$ cat src/rtl/preview_fifo_packer.sv
// Packs 0..2 preview-FIFO words per cycle, little-endian, into WORDS-wide output words.
// The output side is a valid/ready stream with one holding slot. A flush emits a partial word and its lane count.

module preview_fifo_packer_lane #(
   parameter int WIDTH = 8,
   parameter int CW    = 3,
   parameter int LANE  = 0
) (
   input  logic [CW-1:0]    cnt,
   input  logic [1:0]       n,
   input  logic [WIDTH-1:0] od0,
   input  logic [WIDTH-1:0] od1,
   input  logic [WIDTH-1:0] cur,
   output logic [WIDTH-1:0] nxt
);
   localparam logic [CW-1:0] L0 = CW'(LANE);
   localparam logic [CW-1:0] L1 = CW'((LANE > 0) ? LANE - 1 : 0);

   // od0 lands at lane cnt. On a double pop, od1 lands at lane cnt+1.
   always_comb begin
      nxt = cur;
      if (n != 2'd0 && cnt == L0) nxt = od0;
      if (LANE > 0 && n == 2'd2 && cnt == L1) nxt = od1;
   end
endmodule

module preview_fifo_packer #(
   parameter int WIDTH = 8,
   parameter int WORDS = 4
) (
   input  logic                      clk,
   input  logic                      rst,
   input  logic [1:0]                empty,
   input  logic [WIDTH-1:0]          od0,
   input  logic [WIDTH-1:0]          od1,
   output logic [2:0]                rdreq,
   input  logic                      flush,
   output logic [WIDTH*WORDS-1:0]    out_data,
   output logic [$clog2(WORDS+1)-1:0] out_cnt,
   output logic                      out_valid,
   input  logic                      out_ready
);
   localparam int CW = $clog2(WORDS+1);
   localparam logic [CW-1:0] FULL = CW'(WORDS);

   logic [WORDS-1:0][WIDTH-1:0] acc, acc_nxt, slot;
   logic [CW-1:0] cnt, nc, space;
   logic [1:0]    n;
   logic          flush_pend, slot_free;

   assign slot_free = !out_valid || out_ready;
   assign space     = FULL - cnt;
   assign nc        = cnt + CW'(n);
   assign out_data  = slot;

   always_comb begin
      rdreq = 3'b001;
      n     = 2'd0;
      if (!rst && !flush_pend && cnt != FULL) begin
         if (!empty[1] && space >= CW'(2)) begin
            rdreq = 3'b100;
            n     = 2'd2;
         end else if (!empty[0] && space >= CW'(1)) begin
            rdreq = 3'b010;
            n     = 2'd1;
         end
      end
   end

   for (genvar k = 0; k < WORDS; k++) begin : g_lane
      preview_fifo_packer_lane #(.WIDTH(WIDTH), .CW(CW), .LANE(k)) u_lane (
         .cnt (cnt),
         .n   (n),
         .od0 (od0),
         .od1 (od1),
         .cur (acc[k]),
         .nxt (acc_nxt[k])
      );
   end

   // acc lanes at or above cnt are always zero, so a flushed word has zero upper lanes.
   always_ff @(posedge clk) begin
      if (rst) begin
         acc        <= '0;
         cnt        <= '0;
         flush_pend <= 1'b0;
         slot       <= '0;
         out_cnt    <= '0;
         out_valid  <= 1'b0;
      end else begin
         if (nc == FULL && slot_free) begin
            slot      <= acc_nxt;
            out_cnt   <= FULL;
            out_valid <= 1'b1;
            acc       <= '0;
            cnt       <= '0;
         end else if (flush_pend && slot_free && cnt != '0) begin
            slot      <= acc;
            out_cnt   <= cnt;
            out_valid <= 1'b1;
            acc       <= '0;
            cnt       <= '0;
         end else begin
            acc <= acc_nxt;
            cnt <= nc;
            if (out_ready) out_valid <= 1'b0;
         end
         // A pending flush blocks reads, so it resolves as soon as the slot is free or nothing is buffered.
         if (flush_pend) flush_pend <= !(slot_free || cnt == '0);
         else            flush_pend <= flush;
      end
   end
endmodule

$ cat config.mk
export PLATFORM = sky130hd
export DESIGN_NAME = preview_fifo_packer
export DESIGN_NICKNAME = d
export VERILOG_FILES = /design/src/rtl/preview_fifo_packer.sv
export SDC_FILE = /design/constraint.sdc
export NUM_CORES = 1
export LEC_CHECK = 0
export CORE_ASPECT_RATIO = 0.75
export CORE_MARGIN = 2
export CORE_UTILIZATION = 57
export DETAILED_ROUTE_END_ITERATION = 7
export GPL_ROUTABILITY_DRIVEN = 0
export GPL_TIMING_DRIVEN = 0
export PLACE_DENSITY = 0.85
export SYNTH_ARGS = -nofsm -noshare
export SYNTH_HDL_FRONTEND = slang
export SYNTH_SLANG_ARGS = --single-unit
$ cat constraint.sdc
create_clock -name clk -period 8 [get_ports clk]
set_input_delay 1.6 -clock clk [delete_from_list [all_inputs] [get_ports clk]]
set_output_delay 1.6 -clock clk [all_outputs]
set_load 0.01 [all_outputs]
; Yosys cells after proc, flatten, opt, wreduce, memory -nomap -nowiden
; Cells that the tools add are included.
[totals]
register_bits = 72
[classes]
n_eq_ne = 6
addsub = 2
muxes = 21
n_reduce_logical = 29
order_cmp = 2
[op_table]
columns = cell, count
row1 = 32-bit 2-to-1 mux, 2
row2 = 8-bit 2-to-1 mux, 7
row3 = 1-bit logical AND, 14
row4 = 3-bit 2-to-1 mux, 4
row5 = 3-bit by 2-bit equality test with 1-bit output (second input constant), 2
row6 = 1-bit zero test, 6
row7 = 2-bit 2-to-1 mux, 3
row8 = 3-bit nonzero test, 2
row9 = 1-bit 2-to-1 mux, 5
row10 = 2-bit nonzero test, 2
row11 = 3-bit by 2-bit adder with 3-bit output, 1
row12 = 3-bit by 1-bit equality test with 1-bit output (second input constant), 1
row13 = 3-bit equality test (second input constant), 1
row14 = 3-bit by 1-bit greater-or-equal comparator with 1-bit output (second input constant), 1
row15 = 3-bit by 2-bit greater-or-equal comparator with 1-bit output (second input constant), 1
row16 = 3-bit zero test, 1
row17 = 3-bit != test (second input constant), 1
row18 = 3-bit OR reduction, 1
row19 = 3-bit subtractor (first input constant), 1
row20 = 2-bit equality test (second input constant), 1
row21 = 1-bit logical OR, 2
row22 = 2-bit OR reduction, 1

; Longest topological paths before layout
[logic_depth]
ltp_word = 11
mapped_depth = 16
depth_no_buf = 13

; Cells and area by module
; Synthesis repeated with hierarchy kept, for this count alone.
[hier_totals]
hier_cells = 458
area_unflattened_um2 = 4112.7
[by_module_without_submodules]
columns = module, cells_per_inst, area_each_um2, instances
row1 = preview_fifo_packer, 318, 3158.0, 1
row2 = preview_fifo_packer_lane at g_lane[2].u_lane, 45, 317.8, 1
row3 = preview_fifo_packer_lane at g_lane[3].u_lane, 41, 277.8, 1
row4 = preview_fifo_packer_lane at g_lane[1].u_lane, 44, 250.2, 1
row5 = preview_fifo_packer_lane at g_lane[0].u_lane, 10, 108.9, 1

; Least setup slack after synthesis
; Ideal clock, no wire load.
[synth_timing]
path_kind = input port to flip-flop
start = input port rst
end = register cnt[0]
cell_stages = 11
arrival_ns = 4.359
n_path_buf = 4
setup_slack_ns = 3.526
setup_time_ns = 0.115
cell_sequence = or3_4 -> buf_6 -> clkbuf_1 -> nor3_1 -> fa_1 -> or4_1 -> buf_2 -> nand2b_1 -> buf_4 -> nor2_1 -> and2_1
[synth_between]
elab_chain_len = 8
[synth_rtl]
columns = item, line_no
row1 = from (decl), 32  ; input logic rst,
row2 = 1-bit zero test, 59  ; if (!rst && !flush_pend && cnt != FULL) begin
row3 = 1-bit logical AND (2 in series), 59
row4 = 2-bit 2-to-1 mux, 59
row5 = 3-bit by 2-bit adder with 3-bit output, 53  ; assign nc = cnt + CW'(n);
row6 = via nc[1], 47  ; logic [CW-1:0] cnt, nc, space;
row7 = 3-bit equality test, 91  ; if (nc == FULL && slot_free) begin
row8 = 1-bit logical AND, 91
row9 = 3-bit OR reduction (no source line), --
row10 = to (signal assigned), 105  ; cnt <= nc;
row11 = to (decl), 47
; The timed path passes the listed nets, and every way through them passes these cells.
; A chain may end at the register's enable or synchronous reset.

; Worst setup path in the final report
[layout_timing]
start = input port rst
end = output port rdreq[2]
[layout_between]
elab_chain_len = 4
[layout_rtl]
columns = item, line_no
row1 = 1-bit zero test, 59
row2 = 1-bit logical AND (2 in series), 59
row3 = 3-bit 2-to-1 mux, 59
row4 = to (decl), 36  ; output logic [2:0] rdreq,
; No other way between the ends.

==> results.toml <==
[run_status]
result_of_the_run = "finished clean"

[yosys]
synthesis.yosys.warnings = 0
synth_ff_type = "sky130_fd_sc_hd__dfxtp_1"
synth_edf_count = 0
yosys-mux-area-fraction = 0.04493
syn_avg_cell_area_sq_um = 9.332
number_of_standard_cells_after_synthesis = 382
synthXorXnorAreaFrac = 0.002457
synth_seq_cells = 72
post_synth_adder_cell_area = 0.03019
post_synth_and_or_nand_nor_area_fraction = 0.2011
netlist_area_sq_um = 3565
synth_fp_nets = 412
synth.distinct_cells = 59
synth_async_sr_flop_share = 0
dominant_combinational_cell_family_by_area_after_synthesis = "compound AO/OA/AOI/OAI gates"
compound_gate_portion_of_the_synthesized_area = 0.2647
seq_area_frac_synth = 0.4044

[clock_tree]
ctsResizeCount = 0
clk_root_buffer_cell = "sky130_fd_sc_hd__clkbuf_8"
cts_made_buffers = 9
holdBufCountCts = 0
buffers_inserted_by_post_cts_timing_repair = 0
clock_sink_count = 72
clk_latency_ns = 0.35
cts-root-to-sink-buffers = 2
cts.reportedPaths.clkPinSlew_ns = 0.08
number_of_h_tree_levels = 3
tritoncts = "built"

[critical_path]
cp_max_fo = 10
rr_startpoint = "cnt[2]"
worst-endpoint-required_ns = 6.40
worst-setup-path-type = "input port to output pin"
crit_path_cell_trace = "clkdlybuf4s50_1 > or3_4 > buf_6 > clkbuf_1 > nor3_1 > clkdlybuf4s50_1"
startpoint_type = "input port"
timing.critical_path.slowest_cell_delay_ns = 0.61
end_kind = "output pin"
arrival_ns = 4.07
highest_delay_cell_along_the_critical_path = "sky130_fd_sc_hd__clkdlybuf4s50_1"
crit_path_frequent_cell = "sky130_fd_sc_hd__clkdlybuf4s50_1"
cpLargestDelayFamily = "buffers and inverters"
reg2reg_setup_slack_ns = 3.83
critical_path_buf_inv_count = 4
reg_to_reg_endpoint = "cnt[0]"
timing.reg2reg.worst_path_depth = 14

[die]
die_x_microns = 95.32
die_height_microns = 72.49
core_region_area_sq_um = 5916
start_util = 0.6026
boundaryPins = 61
die_area_sq_um = 6909
num_rows = 24

[power_and_ir_drop]
ir_worst_vdd_mv = 0.1310
total_power_uw = 946.6
cellPowerDensity_nw_per_um2 = 212.8
leakagePower_nw = 1.540

[finish]
design_area_sq_um = 4448
antenna-diode-count = 0
layout-area-overhead-vs-synth_pct = 24.78
finish.cell_count_without_fillers = 535
n_fill_cell = 462
final_layout_size_suffix_gt1_frac = 0.1510
fin_nets = 482

[routing]
detailedRoute.firstPassIterationCount = 5
drt.antenna.violating_nets = 0
dr_vias = 3423
post-route-drc-count = 0
wire_per_inst_microns = 19.89
starting_drc_count_in_detailed_routing = 383
wirelength_microns = 10640
via_per_inst = 6.398

[placed_design]
numPlacedInstances = 519
detailedPlacementHpwl_microns = 7498
dpl_cell_area_sq_um = 4253
portBuffers = 59

[global_route]
grt_pass1_vias = 3215
maximum_number_of_pins_on_one_net_before_global_route_repair = 14
globalRouteTotalUtil = 0.3179
grt_overflow_total = 0
grt_antenna_before_repair = 0
global_route_wire_length_before_repair_microns = 16530

[timing]
timing_hold_violations_final = 0
fmaxAchievable_mhz = 176.4
tightest_slew_ns = 0.6964
min_period_over_period = 0.7086
slew-limit-headroom = 0.5337
final-setup-viol-count = 0
number_of_max_slew_violations_in_the_final_report = 0
setup_repair_after_global_routing_missed_its_margin = "no"
finalClockSkew_ns = 0.009656
totalNegativeSetupSlack_ns = 0
final_period_demand_of_the_worst_path_ns = 5.669

[min_path]
min_delay_path_depth = 2
min_delay_worst_endpoint = "out_cnt[1]"
timing.hold.worst.class = "flop to flop"
hold_start = "out_cnt[1]"

[job]
cap_viol_max_count = 0
cell usage after synthesis (all sizes together), types with 6 or more instances:
cell     n  area, sq um
dfxtp   72         1441
nand2   57        214.0
nor2    33        123.9
a21oi   25        125.1
buf     19        148.9
a31o    18        157.6
mux2i   16        160.2
a31oi   15        93.84
a221oi  10        87.58
nor3     9        61.31
o21ai    9        45.04
a22oi    8        60.06
ha       7        87.58
o32ai    7        61.31
a21boi   6        56.31
clkbuf   6        22.52
nand2b   6        37.54
o221a    6        67.56
final cells by class:
class | count | area, sq um | area share
repair buffers | 59 | 590.6 | 0.1328
well taps | 78 | 97.59 | 0.02194
clock buffers | 10 | 127.6 | 0.02869
inverters | 4 | 15.01 | 0.003376
flip-flops and latches | 72 | 1441 | 0.3240
clock inverters | 6 | 67.56 | 0.01519
multi-input cells | 281 | 1937 | 0.4354
plain buffers | 25 | 171.4 | 0.03854
cell families (layout without fill, tap and decap cells):
family / count (synthesis) / count (layout)
AOI/OAI and AO/OA: 123 / 123
xor gates and xnor gates: 1 / 1
adders and majority gates: 8 / 8
buffers and inverters: 29 / 104
DFF: 72 / 72
muxes: 16 / 16
and+or+nand+nor: 133 / 133
flip-flops by register name, summed over array words and instances, names as in the netlist:
name        cells
acc            32
cnt             3
flush_pend      1
out_cnt         3
out_data       32
out_valid       1
stage by stage:
stage          hold slack [ns]    util  worst slack [ns]
4_1_cts                 0.4616  0.7519             2.317
3_5_place_dp            0.4509  0.7189             2.271
6_report                0.4597  0.7519             2.331
5_1_grt                 0.4925  0.7519             2.216
2_1_floorplan           0.4426       -             3.526
3_3_place_gp            0.4464  0.7189             2.277
worst max path at each step:
stage / from / endpoint / slack, ns / cells after the start
floorplan: rst / cnt[0] / 3.53 / 11
global placement: rst / rdreq[2] / 2.28 / 6
detailed placement: rst / rdreq[2] / 2.27 / 6
CTS: rst / rdreq[2] / 2.32 / 6
global route: rst / rdreq[2] / 2.22 / 6
finish: rst / rdreq[2] / 2.33 / 6
power breakdown:
| group | switching [mW] | leakage [nW] | internal [mW] |
|---|---|---|---|
| Combinational | 0.144 | 0.865 | 0.109 |
| Sequential | 0.0187 | 0.583 | 0.387 |
| Clock | 0.143 | 0.0929 | 0.145 |
tightest hold or removal path, delay by kind of cell, from the launching register on:
family           cells  cell delay (ns)
AND/OR/NAND/NOR      1             0.05
AO/OA/AOI/OAI        1             0.05
flip-flops           1             0.31
layer usage:
layer | part of all wire | vias up | GRT usage
li1 | - | 1560 | -
met1 | 0.43 | 1627 | 0.4392
met2 | 0.44 | 207 | 0.4875
met3 | 0.11 | 29 | 0.09138
met4 | 0.022 | 0 | 0.08857
met5 | 0 | - | 0
placed cells by master, fill, tap and decap left out, types with 9 or more instances in the layout:
master and instances:
sky130_fd_sc_hd__nor2_1 33, sky130_fd_sc_hd__a31oi_1 15, sky130_fd_sc_hd__dfxtp_1 72, sky130_fd_sc_hd__a221oi_1 10
sky130_fd_sc_hd__clkbuf_8 9, sky130_fd_sc_hd__mux2i_1 16, sky130_fd_sc_hd__clkdlybuf4s50_1 59, sky130_fd_sc_hd__a21oi_1 25
sky130_fd_sc_hd__o21ai_0 9, sky130_fd_sc_hd__nand2_1 57, sky130_fd_sc_hd__a31o_2 12
(Power assumes the default switching activity.)
